[src/rtl/clk_gate_sched_pkg.sv]
// clk_gate_sched_pkg: shared channel state encoding and register offsets for clk_gate_sched
package clk_gate_sched_pkg;

   typedef enum logic [1:0] {
      OFF  = 2'd0,
      WAKE = 2'd1,
      ON   = 2'd2,
      IDLE = 2'd3
   } ch_state_t;

   localparam logic [4:0] REG_SWEN     = 5'h00;
   localparam logic [4:0] REG_AUTO     = 5'h04;
   localparam logic [4:0] REG_TMO      = 5'h08;
   localparam logic [4:0] REG_STATUS   = 5'h0C;
   localparam logic [4:0] REG_IRQ_STAT = 5'h10;
   localparam logic [4:0] REG_IRQ_MASK = 5'h14;

endpackage

[src/rtl/clk_gate_chan.sv]
// clk_gate_chan: one clock-gate channel FSM with settle and idle-timeout counters
module clk_gate_chan
   import clk_gate_sched_pkg::*;
#(
   parameter int SETTLE = 4,
   parameter int TMO_W  = 16
) (
   input  logic             clock,
   input  logic             nRst,
   input  logic             want,
   input  logic             busy,
   input  logic             auto_gate,
   input  logic [TMO_W-1:0] timeout,
   output logic             clk_en,
   output logic             clk_rdy,
   output logic             gated_off
);
   localparam int SW = (SETTLE > 1) ? $clog2(SETTLE) : 1;

   ch_state_t        state, state_d;
   logic [SW-1:0]    settle_cnt;
   logic [TMO_W-1:0] idle_cnt;
   logic             keep, en_d, rdy_d;

   assign keep = want | busy;

   // State, counters and glitch-free registered outputs
   always_ff @(posedge clock or negedge nRst) begin
      if (!nRst) begin
         state      <= OFF;
         settle_cnt <= '0;
         idle_cnt   <= '0;
         clk_en     <= 1'b0;
         clk_rdy    <= 1'b0;
      end else begin
         state   <= state_d;
         clk_en  <= en_d;
         clk_rdy <= rdy_d;
         if (state == OFF)
            settle_cnt <= SW'(SETTLE - 1);
         else if (state == WAKE && settle_cnt != '0)
            settle_cnt <= settle_cnt - 1'b1;
         if (state != IDLE)
            idle_cnt <= timeout;
         else if (idle_cnt != '0)
            idle_cnt <= idle_cnt - 1'b1;
      end
   end

   // Next state; keep always wins over idle expiry so a busy peripheral is never gated
   always_comb begin
      state_d = state;
      case (state)
         OFF:     if (want) state_d = WAKE;
         WAKE:    if (settle_cnt == '0) state_d = ON;
         ON:      if (!keep) state_d = auto_gate ? IDLE : OFF;
         IDLE:    if (keep) state_d = ON; else if (idle_cnt == '0) state_d = OFF;
         default: state_d = OFF;
      endcase
   end

   // Output decode of the next state, plus the auto-gate event pulse
   always_comb begin
      en_d      = state_d != OFF;
      rdy_d     = state_d == ON || state_d == IDLE;
      gated_off = state == IDLE && state_d == OFF;
   end

endmodule

[src/rtl/clk_gate_sched.sv]
// clk_gate_sched: bus-programmable clock-enable scheduler for N_CH gated peripheral clocks
// Optional IRQ_STAT/IRQ_MASK registers and irq output are enabled by CLK_GATE_SCHED_IRQ_EN
module clk_gate_sched
   import clk_gate_sched_pkg::*;
#(
   parameter int N_CH    = 4,
   parameter int SETTLE  = 4,
   parameter int TMO_W   = 16,
   parameter int DEF_TMO = 1000
) (
   input  logic            clock,
   input  logic            nRst,
   input  logic            HSEL,
   input  logic [31:0]     HADDR,
   input  logic            HWRITE,
   input  logic [31:0]     HWDATA,
   output logic [31:0]     HRDATA,
   input  logic [N_CH-1:0] periph_req,
   input  logic [N_CH-1:0] periph_busy,
   output logic [N_CH-1:0] clk_en,
   output logic [N_CH-1:0] clk_rdy,
   output logic            irq
);
   logic [N_CH-1:0]  swen, auto_en, want, gated_off;
   logic [TMO_W-1:0] tmo;
   logic [4:0]       sel;
   logic             wr, unused_bits;

   assign sel         = {HADDR[4:2], 2'b00};
   assign wr          = HSEL && HWRITE;
   assign want        = swen | (auto_en & periph_req);
   assign unused_bits = ^{HADDR[31:5], HADDR[1:0], HWDATA, gated_off};

   // Config register writes; STATUS is read-only so writes to it fall through
   always_ff @(posedge clock or negedge nRst) begin
      if (!nRst) begin
         swen    <= '0;
         auto_en <= '0;
         tmo     <= TMO_W'(DEF_TMO);
      end else if (wr) begin
         if (sel == REG_SWEN) swen <= HWDATA[N_CH-1:0];
         if (sel == REG_AUTO) auto_en <= HWDATA[N_CH-1:0];
         if (sel == REG_TMO) tmo <= HWDATA[TMO_W-1:0];
      end
   end

   for (genvar i = 0; i < N_CH; i++) begin : g_ch
      clk_gate_chan #(.SETTLE(SETTLE), .TMO_W(TMO_W)) u_chan (
         .clock     (clock),
         .nRst      (nRst),
         .want      (want[i]),
         .busy      (periph_busy[i]),
         .auto_gate (auto_en[i]),
         .timeout   (tmo),
         .clk_en    (clk_en[i]),
         .clk_rdy   (clk_rdy[i]),
         .gated_off (gated_off[i])
      );
   end

`ifdef CLK_GATE_SCHED_IRQ_EN
   logic [N_CH-1:0] irq_stat, irq_mask, stat_d, mask_d;

   // Next IRQ state: W1C clear, with a same-cycle auto-gate event winning over the clear
   always_comb begin
      stat_d = (irq_stat & ~((wr && sel == REG_IRQ_STAT) ? HWDATA[N_CH-1:0] : {N_CH{1'b0}})) | gated_off;
      mask_d = (wr && sel == REG_IRQ_MASK) ? HWDATA[N_CH-1:0] : irq_mask;
   end

   // IRQ registers; irq is registered from next values so it tracks status on the same edge
   always_ff @(posedge clock or negedge nRst) begin
      if (!nRst) begin
         irq_stat <= '0;
         irq_mask <= '0;
         irq      <= 1'b0;
      end else begin
         irq_stat <= stat_d;
         irq_mask <= mask_d;
         irq      <= |(stat_d & mask_d);
      end
   end
`else
   assign irq = 1'b0;
`endif

   // Combinational read mux; unmapped offsets and unused bits read 0
   always_comb begin
      HRDATA = '0;
      if (HSEL && !HWRITE) begin
         case (sel)
            REG_SWEN:   HRDATA[N_CH-1:0] = swen;
            REG_AUTO:   HRDATA[N_CH-1:0] = auto_en;
            REG_TMO:    HRDATA[TMO_W-1:0] = tmo;
            REG_STATUS: begin
               HRDATA[N_CH-1:0]   = clk_en;
               HRDATA[N_CH+7:8]   = clk_rdy;
            end
`ifdef CLK_GATE_SCHED_IRQ_EN
            REG_IRQ_STAT: HRDATA[N_CH-1:0] = irq_stat;
            REG_IRQ_MASK: HRDATA[N_CH-1:0] = irq_mask;
`endif
            default:    HRDATA = '0;
         endcase
      end
   end

endmodule

[config.mk]
export PLATFORM = sky130hd
export DESIGN_NAME = clk_gate_sched
export DESIGN_NICKNAME = d
export VERILOG_FILES = /design/src/rtl/clk_gate_sched_pkg.sv /design/src/rtl/clk_gate_chan.sv /design/src/rtl/clk_gate_sched.sv
export SDC_FILE = /design/constraint.sdc
export NUM_CORES = 1
export LEC_CHECK = 0
export CAP_MARGIN = 20
export CORE_MARGIN = 3
export CORE_UTILIZATION = 47
export CTS_BUF_LIST = sky130_fd_sc_hd__clkbuf_8
export CTS_CLUSTER_DIAMETER = 50
export CTS_CLUSTER_SIZE = 30
export DETAILED_ROUTE_END_ITERATION = 7
export PLACE_DENSITY = 0.81
export SLEW_MARGIN = 20
export SYNTH_ARGS = -nofsm -noshare
export SYNTH_HDL_FRONTEND = slang
export SYNTH_SLANG_ARGS = --single-unit
export TNS_END_PERCENT = 100
[constraint.sdc]
create_clock -name clock -period 5.3 [get_ports clock]
set_clock_uncertainty 0.15 [all_clocks]
set_input_delay 1.59 -clock clock [delete_from_list [all_inputs] [get_ports clock]]
set_output_delay 1.59 -clock clock [all_outputs]
set_load 0.01 [all_outputs]
==> results of run 1 <==
-- per-layer routing --
layer	up-vias	share of wire [%]	track usage, %
met5	-	0	0
met4	0	1.9	6.44
met3	26	6.3	5.41
met2	182	49	35.7
met1	2533	43	28.5
li1	2424	-	-
-- state kept, by name, summed over array words and instances (netlist names) --
register,count
auto_en,4
g_ch.u_chan.clk_en,4
g_ch.u_chan.clk_rdy,4
g_ch.u_chan.idle_cnt,64
g_ch.u_chan.settle_cnt,8
g_ch.u_chan.state,8
swen,4
tmo,16
-- critical path, delay by kind of cell --
| family | cells | cell delay [ps] |
|---|---|---|
| buffers and inverters | 3 | 1150 |
| AND/OR/NAND/NOR | 3 | 730 |
-- area by class of cell --
cell class                 instances  area, um^2
clock buffer                      11         151
timing repair buffer              63         609
multi-input combinational        500        3170
clock inverter                     5        97.6
tap                              172         215
fill                            1124        5710
sequential                       112        2810
inverter                          17        63.8
-- worst max path at each step --
stage	cells past startpoint	endpoint	slack, ps
2_1_floorplan	5	HRDATA[0]	770
3_3_place_gp	7	HRDATA[15]	20
3_5_place_dp	7	HRDATA[13]	-30
4_1_cts	6	HRDATA[9]	70
5_1_grt	6	HRDATA[8]	20
6_report	6	HRDATA[11]	90
-- layout by cell type, fill, tap and decap left out, types with 19 or more instances in the layout --
master and count:
sky130_fd_sc_hd__nor3_1 30, sky130_fd_sc_hd__a211oi_1 25, sky130_fd_sc_hd__nor2_1 74, sky130_fd_sc_hd__clkdlybuf4s50_1 43
sky130_fd_sc_hd__inv_1 19, sky130_fd_sc_hd__nand2_1 54, sky130_fd_sc_hd__a21oi_1 27, sky130_fd_sc_hd__mux2_2 29
sky130_fd_sc_hd__dfrtp_1 106, sky130_fd_sc_hd__xnor2_1 21, sky130_fd_sc_hd__mux2i_1 20, sky130_fd_sc_hd__o21ai_0 36
-- cell families after synthesis --
| group | Yosys count | synth area share (%) |
|---|---|---|
| simple gates | 248 | 20.0 |
| other cells | 1 | 0.0600 |
| flops | 112 | 45.0 |
| xor+xnor | 33 | 4.62 |
| buf+inv | 66 | 5.47 |
| mux | 49 | 8.43 |
| compound gates | 145 | 14.9 |
| fa+ha+maj | 8 | 1.60 |
-- metrics by stage --
stage / hold WS (ps) / util [%] / setup WS (ps)
floorplan: 299 / - / 767
global placement: 315 / 53.6 / 24.2
detailed placement: 319 / 53.6 / -25.1
CTS: 332 / 55.4 / 65.1
global route: 362 / 55.5 / 24.0
finish: 330 / 55.5 / 92.6
-- power groups by stage --
stage | clock (uW) | sequential, uW | combinational, uW
6_report | 625 | 1650 | 1290
3_3_place_gp | 0 | 1620 | 1190
2_1_floorplan | 0 | 1470 | 1080
5_1_grt | 674 | 1700 | 1460
4_1_cts | 636 | 1630 | 1290
3_5_place_dp | 0 | 1640 | 1270
-- what timing repair did --
action,in CTS,in global routing
hold endpoints to repair,0,0
resized for setup,9,1
setup endpoints to repair,9,1
hold buffers,0,0
==> impl_table.tex, run 1 <==
\begin{tabular}{lr}
\hline
Metric & Value \\
\hline
\multicolumn{2}{l}{\textbf{Detailed routing}} \\
Post-DRT Antenna Nets & 0 \\
Average detailed-routed wire length per instance & 17.8 um \\
Via-to-Cell Ratio & 5.87 \\
Residual DRC & 0 \\
Total number of vias & 5165 \\
Wire length reported by the detailed router & between 15000 and 20000 um \\
DRT iter0 DRCs & roughly 500 \\
First-pass iteration count of the detailed router & 5 \\
\multicolumn{2}{l}{\textbf{Critical path}} \\
Reg-to-reg slack, setup & between 2000 and 2500 ps \\
Most prevalent standard cell on the critical path & sky130\_fd\_sc\_hd\_\_clkdlybuf4s50\_1 \\
Start point of the critical path & HADDR[4] \\
Worst R2R Path Depth & 7 \\
Capture instance of the worst register-to-register path & g\_ch[1].u\_chan.idle\_cnt[1] \\
Type of element launching the critical path & input pin \\
Data arrival, critical path & $\sim$3500 ps \\
Largest fanout of any net on the critical path & 4 \\
Worst Setup End Kind & output port \\
Cell at the slowest stage of the critical path & sky130\_fd\_sc\_hd\_\_clkdlybuf4s50\_1 \\
Crit-path max cell delay & about 540 ps \\
Category of the critical setup timing path & input pin to output port \\
Required @ worst endpoint & $\sim$3600 ps \\
Cells traversed along the worst timing path & clkdlybuf4s50\_1, nand2b\_1, or3b\_2, buf\_4, nor2\_1, clkdlybuf4s50\_1 \\
Critical R2R Launch & g\_ch[1].u\_chan.idle\_cnt[0] \\
\multicolumn{2}{l}{\textbf{Clock network}} \\
\# clock sinks & 112 \\
Clock tree from TritonCTS & yes \\
Clock tree root driver cell & sky130\_fd\_sc\_hd\_\_clkbuf\_8 \\
Latest clock arrival within the worst-skew pair & between 300 and 400 ps \\
Post-CTS setup-driven buffer insertion count & 0 \\
Max clock buf depth & 2 \\
Number of buffers inserted during clock tree synthesis & 9 \\
Clock Pin Slew Worst Setup and Hold Paths & about 80 ps \\
Number of levels in the clock H-tree & 3 \\
\multicolumn{2}{l}{\textbf{Synth}} \\
Number of enable flip-flop cells after synthesis & 0 \\
Dominant cell type by area after synthesis & sky130\_fd\_sc\_hd\_\_dfrtp\_1 \\
Mean post-synth cell area & between 9 and 10 um\^{}2 \\
Synthesized netlist cell count & 662 \\
Most common library cells after synthesis & sky130\_fd\_sc\_hd\_\_dfrtp\_1 (106), sky130\_fd\_sc\_hd\_\_nor2\_1 (74), sky130\_fd\_sc\_hd\_\_nand2\_1 (54) \\
Yosys top cell area share & roughly 42\% \\
Leading post-synthesis cells by cell area & sky130\_fd\_sc\_hd\_\_dfrtp\_1 (42\%), sky130\_fd\_sc\_hd\_\_mux2\_2 (5.2\%), sky130\_fd\_sc\_hd\_\_nor2\_1 (4.4\%) \\
Sequential element share of the synthesized area & between 40\% and 50\% \\
Flip-flop and latch count after synthesis & 112 \\
Share of synthesized flip-flops with an asynchronous set or reset & 100\% \\
Synthesized area & between 6000 and 7000 um\^{}2 \\
Synth Warn \# & 0 \\
Distinct cell type count after synthesis & 55 \\
Cell with the most instances after synthesis & sky130\_fd\_sc\_hd\_\_dfrtp\_1 \\
Most frequently used flop master after synthesis & sky130\_fd\_sc\_hd\_\_dfrtp\_1 \\
\multicolumn{2}{l}{\textbf{Placement}} \\
Port Buffers & 54 \\
GP Congestion & about 0.86 \\
Placed cell count & between 800 and 900 \\
Half-perimeter wire length after placement & $\sim$11000 um \\
Cell area reported after detailed placement & 6870 um\^{}2 \\
\multicolumn{2}{l}{\textbf{Pwr}} \\
VDD IR max & roughly 0.27 mV \\
Standby leakage power & between 0.002 and 0.003 uW \\
Clock network fraction of design power & $\sim$18\% \\
Internal power & 2150 uW \\
Share of power burned in combinational logic & a little over a third \\
Switching Fraction & approximately two fifths \\
Power consumption & approximately 3600 uW \\
Part of the power in registers & 46.2\% \\
Net switching power & between 1000 and 1500 uW \\
Power per cell area & between 500 and 600 nW/um\^{}2 \\
\multicolumn{2}{l}{\textbf{Worst hold path}} \\
Min-delay src & g\_ch[0].u\_chan.settle\_cnt[0] \\
Capture endpoint of the worst hold path & g\_ch[0].u\_chan.settle\_cnt[0] \\
Hold Path Stages & 1 \\
Worst min-delay path class & register to register \\
\multicolumn{2}{l}{\textbf{Global route}} \\
Via count of the first global-routing pass & 5009 \\
Overall routing resource usage & between 20\% and 30\% \\
Wire length of the first global-routing pass & between 20000 and 30000 um \\
Congestion Overflow GR & 0 \\
Largest net degree at the start of global routing & 59 \\
Antenna violations before repair & 0 \\
\multicolumn{2}{l}{\textbf{Floorplan}} \\
Initial Utilization & 48.7\% \\
Cell Rows & 41 \\
Die width & about 120 um \\
Boundary pin count & between 100 and 150 \\
Die footprint & approximately 15000 um\^{}2 \\
Core outline area & around 13000 um\^{}2 \\
Die height & between 100 and 150 um \\
\multicolumn{2}{l}{\textbf{Layout}} \\
Fraction of layout cells with a size suffix above 1 & 10.7\% \\
Area growth from synthesis to layout & 13.9\% \\
Number of diodes & 0 \\
Final cell count without fillers & 880 \\
Total non-filler cell area in the finished layout & 7120 um\^{}2 \\
Final \#Nets & 787 \\
\multicolumn{2}{l}{\textbf{Status}} \\
Run status & completed \\
\multicolumn{2}{l}{\textbf{Run}} \\
Number of violations of the max-capacitance limit & 0 \\
\multicolumn{2}{l}{\textbf{STA}} \\
Post-route minimum period & approximately 5200 ps \\
Unrepaired setup endpoints after global routing & no \\
Upper clock frequency limit & just under 0.2 GHz \\
Max-slew violations & 0 \\
Tcrit/Tclk final & between 90\% and 100\% \\
Total Neg Setup Slack & 0 ps \\
Total of endpoints with negative setup slack in the final report & 0 \\
Final hold violations & 0 \\
Worst-Margin Slew & $\sim$1100 ps \\
Max\_slew headroom & about 27\% \\
\hline
\end{tabular}
Power figures use the tool's default switching activity.
==> run 2, diff against run 1 <==
- CORE_MARGIN: 3 -> default
- MAX_ROUTING_LAYER: default -> met4
==> impl_table.tex, run 2 (synthesized netlist as in run 1, its figures left out) <==
\begin{tabular}{lr}
\hline
Metric & Value \\
\hline
\multicolumn{2}{l}{\textbf{Layout}} \\
Total non-filler cell area in the finished layout & 7090 um\^{}2 (-0.37\%) \\
Fraction of layout cells with a size suffix above 1 & 10.6\% (-0.11 points) \\
Final \#Nets & 787 (unchanged) \\
Number of diodes & 0 (unchanged) \\
Largest reg by FF count & g\_ch.u\_chan.idle\_cnt \\
Area growth from synthesis to layout & 13.4\% \\
Most frequent standard cell in the layout excluding fill and tap cells & sky130\_fd\_sc\_hd\_\_dfrtp\_1 \\
Most frequent cells in the layout & sky130\_fd\_sc\_hd\_\_dfrtp\_1 (106), sky130\_fd\_sc\_hd\_\_nor2\_1 (74), sky130\_fd\_sc\_hd\_\_nand2\_1 (54) \\
Leading registers by flop count & g\_ch.u\_chan.idle\_cnt: 64 flops, tmo: 16 flops \\
Max FFs per register & 64 (unchanged) \\
\multicolumn{2}{l}{\textbf{Critical path}} \\
Largest fanout of any net on the critical path & 4 (unchanged) \\
Worst Setup End Kind & output port \\
Cell at the slowest stage of the critical path & sky130\_fd\_sc\_hd\_\_clkdlybuf4s50\_1 \\
Crit-path max cell delay & 550 ps (about the same) \\
Type of element launching the critical path & input pin \\
CP Buf/Inv Count & 3 (unchanged) \\
Category of cells accounting for the largest share of critical-path delay & buffers and inverters \\
Data arrival, critical path & 3520 ps (+50 ps) \\
Category of the critical setup timing path & input pin to output port \\
Cells traversed along the worst timing path & clkdlybuf4s50\_1, nand2b\_1, or3b\_2, buf\_4, nor2\_1, clkdlybuf4s50\_1 \\
Required @ worst endpoint & 3560 ps (about the same) \\
Most prevalent standard cell on the critical path & sky130\_fd\_sc\_hd\_\_clkdlybuf4s50\_1 \\
\multicolumn{2}{l}{\textbf{Detailed routing}} \\
Post-DRT Antenna Nets & 0 (unchanged) \\
DRT iter0 DRCs & 404 (-18\%) \\
Total number of vias & 5125 (-0.77\%) \\
Average detailed-routed wire length per instance & 17.6 um (-1.0\%) \\
First-pass iteration count of the detailed router & 5 (unchanged) \\
Residual DRC & 0 (unchanged) \\
Wire length reported by the detailed router & 15500 um (-1.2\%) \\
Via-to-Cell Ratio & 5.84 (-0.55\%) \\
\multicolumn{2}{l}{\textbf{Global route}} \\
Antenna violations before repair & 0 (unchanged) \\
Largest net degree at the start of global routing & 51 (-14\%) \\
Overall routing resource usage & 23.3\% (+1.6 points) \\
Wire length of the first global-routing pass & 24500 um (-3.1\%) \\
Congestion Overflow GR & 0 (unchanged) \\
Via count of the first global-routing pass & 4853 (-3.1\%) \\
\multicolumn{2}{l}{\textbf{Floorplan}} \\
Core outline area & 12800 um\^{}2 (-0.40\%) \\
Cell Rows & 41 (unchanged) \\
Die footprint & 13800 um\^{}2 (-6.5\%) \\
Initial Utilization & 48.9\% (+0.20 points) \\
Die height & 117 um (-3.3\%) \\
Die width & 117 um (-3.3\%) \\
Boundary pin count & 117 (unchanged) \\
\multicolumn{2}{l}{\textbf{STA}} \\
Worst-Margin Slew & 1020 ps (-61.6 ps) \\
Final hold violations & 0 (unchanged) \\
Post-route minimum period & 5260 ps (+48.5 ps) \\
Tcrit/Tclk final & 99.2\% (+0.91 points) \\
Max\_slew headroom & 31.1\% (+4.2 points) \\
Unrepaired setup endpoints after global routing & no \\
Total Neg Setup Slack & 0 ps (unchanged) \\
Total of endpoints with negative setup slack in the final report & 0 (unchanged) \\
Upper clock frequency limit & 0.190 GHz (-0.92\%) \\
Max-slew violations & 0 (unchanged) \\
\multicolumn{2}{l}{\textbf{Placement}} \\
Half-perimeter wire length after placement & 10900 um (-0.94\%) \\
GP Congestion & 0.895 (+4.2\%) \\
Cell area reported after detailed placement & 6870 um\^{}2 (unchanged) \\
Port Buffers & 54 (unchanged) \\
\multicolumn{2}{l}{\textbf{Clock network}} \\
Clock tree from TritonCTS & yes \\
Clock Pin Slew Worst Setup and Hold Paths & 90 ps (about the same) \\
Clock tree root driver cell & sky130\_fd\_sc\_hd\_\_clkbuf\_8 \\
Post-CTS setup-driven buffer insertion count & 0 (unchanged) \\
Number of buffers inserted during clock tree synthesis & 9 (unchanged) \\
Latest clock arrival within the worst-skew pair & 380 ps (about the same) \\
Number of levels in the clock H-tree & 3 (unchanged) \\
\# clock sinks & 112 (unchanged) \\
Max clock buf depth & 2 (unchanged) \\
\multicolumn{2}{l}{\textbf{Run}} \\
Number of violations of the max-capacitance limit & 0 (unchanged) \\
\multicolumn{2}{l}{\textbf{Pwr}} \\
VDD IR max & 0.274 mV (+2.6\%) \\
Standby leakage power & 0.00291 uW (-0.54\%) \\
Power consumption & 3510 uW (-1.6\%) \\
Power per cell area & 495 nW/um\^{}2 (-1.2\%) \\
\multicolumn{2}{l}{\textbf{Status}} \\
Run status & completed \\
\multicolumn{2}{l}{\textbf{Worst hold path}} \\
Worst min-delay path class & register to register \\
\hline
\end{tabular}
## run 2: routing by layer
| metal | share of wire, % | track usage [%] |
|---|---|---|
| met1 | 42 | 29.6 |
| met2 | 50 | 38.8 |
| met3 | 7.1 | 4.04 |
| met4 | 1.4 | 5.60 |
| met5 | 0 | - |
## run 2: layout make-up
type,count,area [um^2]
Clock buffer,9,124
Clock inverter,5,98.8
Fill cell,1077,5680
Inverter,17,63.8
Multi-Input combinational cell,500,3170
Sequential cell,112,2810
Tap cell,172,215
Timing Repair Buffer,63,609
## run 2: worst paths after layout
| path | cells past startpoint | slack [ps] | to | startpoint |
|---|---|---|---|---|
| worst max-delay path | 6 | 40 | HRDATA[9] | HADDR[4] |
| worst max register to register | 7 | 2480 | g_ch[1].u_chan.idle_cnt[1] | g_ch[1].u_chan.idle_cnt[0] |
| worst min-delay path | 1 | 340 | g_ch[0].u_chan.settle_cnt[0] | g_ch[0].u_chan.settle_cnt[0] |
| max in group asynchronous | 2 | 2960 | tmo[7] | nRst |
| worst min register to register | 1 | 340 | g_ch[0].u_chan.settle_cnt[0] | g_ch[0].u_chan.settle_cnt[0] |
| min in group asynchronous | 1 | 1100 | g_ch[2].u_chan.idle_cnt[9] | nRst |
## run 2: metrics by stage
| step | hold WS, ps | instances | util [%] | setup slack (ps) |
|---|---|---|---|---|
| floorplan | 299 | 678 | - | 767 |
| global placement | 315 | 864 | 53.8 | 13.6 |
| detailed placement | 330 | 864 | 53.8 | -28.9 |
| CTS | 343 | 878 | 55.4 | 56.4 |
| global route | 367 | 878 | 55.5 | 0.842 |
| finish | 339 | 878 | 55.5 | 44.1 |
## run 2: timing repair
action | CTS | global route
resized for setup | 9 | 1
pin swaps | 0 | 0
hold buffers | 0 | 0
setup endpoints to repair | 9 | 1
## run 2: power breakdown
| group | internal, uW | switching, uW |
|---|---|---|
| combinational | 612 | 668 |
| clock | 307 | 274 |
| sequential | 1200 | 447 |
| total | 2120 | 1390 |
==> run 3, diff against run 2 <==
- clock period: 5.3 -> 6.7 ns (I/O delays scaled with it)
==> impl_table.tex, run 3 (synthesized netlist as in run 1, its figures left out) <==
\begin{tabular}{lr}
\hline
Metric & Value \\
\hline
\multicolumn{2}{l}{\textbf{Global route}} \\
Largest net degree at the start of global routing & 64 (+25\%) \\
Via count of the first global-routing pass & 5063 (+4.3\%) \\
Wire length of the first global-routing pass & 26000 um (+6.1\%) \\
Overall routing resource usage & 24.8\% (+1.4 points) \\
Antenna violations before repair & 0 (unchanged) \\
Congestion Overflow GR & 0 (unchanged) \\
\multicolumn{2}{l}{\textbf{Critical path}} \\
Crit-path max cell delay & 590 ps (+40 ps) \\
Required @ worst endpoint & 4540 ps (+980 ps) \\
Reg-to-reg slack, setup & 3890 ps (+1410 ps) \\
Cells traversed along the worst timing path & clkdlybuf4s50\_1, nand2b\_1, or3b\_2, buf\_4, nor2\_1, clkdlybuf4s50\_1 \\
Data arrival, critical path & 4190 ps (+670 ps) \\
Largest fanout of any net on the critical path & 6 (+2) \\
Category of the critical setup timing path & input pin to output port \\
Worst Setup End Kind & output port \\
Most prevalent standard cell on the critical path & sky130\_fd\_sc\_hd\_\_clkdlybuf4s50\_1 \\
Cell at the slowest stage of the critical path & sky130\_fd\_sc\_hd\_\_clkdlybuf4s50\_1 \\
Type of element launching the critical path & input pin \\
\multicolumn{2}{l}{\textbf{Worst hold path}} \\
Worst min-delay path class & register to register \\
\multicolumn{2}{l}{\textbf{Detailed routing}} \\
First-pass iteration count of the detailed router & 5 (unchanged) \\
Residual DRC & 0 (unchanged) \\
Total number of vias & 5112 (-0.25\%) \\
Via-to-Cell Ratio & 5.84 (about the same) \\
Average detailed-routed wire length per instance & 18.1 um (+2.8\%) \\
Post-DRT Antenna Nets & 0 (unchanged) \\
DRT iter0 DRCs & 486 (+20\%) \\
Wire length reported by the detailed router & 15900 um (+2.6\%) \\
\multicolumn{2}{l}{\textbf{Layout}} \\
Number of diodes & 0 (unchanged) \\
Largest reg by FF count & g\_ch.u\_chan.idle\_cnt \\
Area growth from synthesis to layout & 13.0\% \\
Most frequent cells in the layout & sky130\_fd\_sc\_hd\_\_dfrtp\_1 (106), sky130\_fd\_sc\_hd\_\_nor2\_1 (74), sky130\_fd\_sc\_hd\_\_nand2\_1 (54) \\
Max FFs per register & 64 (unchanged) \\
Leading registers by flop count & g\_ch.u\_chan.idle\_cnt: 64 flops, tmo: 16 flops \\
Fraction of layout cells with a size suffix above 1 & 10.4\% (-0.25 points) \\
Final \#Nets & 784 (-0.38\%) \\
Post-layout util & 55.3\% (-0.23 points) \\
Most frequent standard cell in the layout excluding fill and tap cells & sky130\_fd\_sc\_hd\_\_dfrtp\_1 \\
\multicolumn{2}{l}{\textbf{Clock network}} \\
Post-CTS setup-driven buffer insertion count & 0 (unchanged) \\
Number of levels in the clock H-tree & 3 (unchanged) \\
Clock tree root driver cell & sky130\_fd\_sc\_hd\_\_clkbuf\_8 \\
Latest clock arrival within the worst-skew pair & 390 ps (about the same) \\
\# clock sinks & 112 (unchanged) \\
Max clock buf depth & 2 (unchanged) \\
Clock tree from TritonCTS & yes \\
Count of hold buffers inserted by post-cts repair & 0 (unchanged) \\
Clock Pin Slew Worst Setup and Hold Paths & 90 ps (about the same) \\
Quantity of gates resized following cts & 0 (-9) \\
Number of buffers inserted during clock tree synthesis & 9 (unchanged) \\
\multicolumn{2}{l}{\textbf{Run}} \\
Number of violations of the max-capacitance limit & 0 (unchanged) \\
\multicolumn{2}{l}{\textbf{Floorplan}} \\
Cell Rows & 41 (unchanged) \\
Die width & 117 um (unchanged) \\
Boundary pin count & 117 (unchanged) \\
Initial Utilization & 48.9\% (unchanged) \\
Die height & 117 um (unchanged) \\
Die footprint & 13800 um\^{}2 (unchanged) \\
Core outline area & 12800 um\^{}2 (unchanged) \\
\multicolumn{2}{l}{\textbf{Placement}} \\
GP Congestion & 0.861 (-3.8\%) \\
Port Buffers & 54 (unchanged) \\
Half-perimeter wire length after placement & 11000 um (+0.73\%) \\
\multicolumn{2}{l}{\textbf{STA}} \\
Unrepaired setup endpoints after global routing & no \\
Total Neg Setup Slack & 0 ps (unchanged) \\
Total of endpoints with negative setup slack in the final report & 0 (unchanged) \\
Worst-Margin Slew & 1180 ps (+157 ps) \\
Post-route minimum period & 6350 ps \\
Max\_slew headroom & 20.5\% (-11 points) \\
Worst slack on hold paths & 348 ps (+8.85 ps) \\
Max-slew violations & 0 (unchanged) \\
Final hold violations & 0 (unchanged) \\
Tcrit/Tclk final & between 90\% and 100\% \\
Upper clock frequency limit & $\sim$0.16 GHz \\
\multicolumn{2}{l}{\textbf{Pwr}} \\
Standby leakage power & 0.00283 uW (-2.7\%) \\
VDD IR max & 0.245 mV (-10\%) \\
Power per cell area & 395 nW/um\^{}2 (-20\%) \\
Power consumption & 2790 uW (-21\%) \\
\multicolumn{2}{l}{\textbf{Status}} \\
Run status & completed \\
\hline
\end{tabular}
## run 3: cell count changes in the layout (fill, tap and decap cells not counted), sizes merged
cell,delta
dlygate4sd2,-9
clkdlybuf4s50,+10
clkbuf,+2
buf,-3
dlymetal6s2s,-1
bufinv,-1
## run 3: area by class of cell
class / instances / area [um^2]
Clock buffer: 11 / 151
Clock inverter: 4 / 68.8
Fill cell: 1097 / 5710
Inverter: 17 / 63.8
Multi-Input combinational cell: 500 / 3170
Sequential cell: 112 / 2810
Tap cell: 172 / 215
Timing Repair Buffer: 60 / 583
## run 3: layer usage
layer | track usage (%) | vias to the layer above | part of all wire [%]
li1 | - | 2411 | -
met3 | 6.61 | 35 | 6.8
met2 | 39.1 | 171 | 49
met4 | 8.28 | 0 | 2.4
met1 | 30.8 | 2495 | 42
met5 | - | - | 0
## run 3: path summary, 6_finish.rpt
check | start | endpoint | depth (start not counted)
worst max-delay path | HADDR[4] | HRDATA[10] | 6
worst min-delay path | g_ch[0].u_chan.settle_cnt[0] | g_ch[0].u_chan.settle_cnt[0] | 1
worst max register to register | g_ch[1].u_chan.idle_cnt[0] | g_ch[1].u_chan.idle_cnt[1] | 7
worst min register to register | g_ch[0].u_chan.settle_cnt[0] | g_ch[0].u_chan.settle_cnt[0] | 1
max in group asynchronous | nRst | g_ch[2].u_chan.idle_cnt[1] | 2
min in group asynchronous | nRst | g_ch[0].u_chan.idle_cnt[13] | 1
## run 3: where the power goes
group	internal [uW]	total (uW)	leakage [uW]	switching (uW)
sequential	950	1310	0.00135	359
combinational	484	1020	0.00137	540
clock	228	457	0.000117	229
## run 3: through the flow
stage          area, um^2  instances  setup slack (ps)
5_1_grt              7060        876               304
6_report             7060        876               352
2_1_floorplan        6310        678              1330
4_1_cts              7060        876               394
3_5_place_dp         6840        861               395
3_3_place_gp         6840        861               425
## run 3: critical path, delay by kind of cell
| family | cells | cell delay [ps] |
|---|---|---|
| buf+inv | 3 | 1210 |
| simple gates | 3 | 960 |
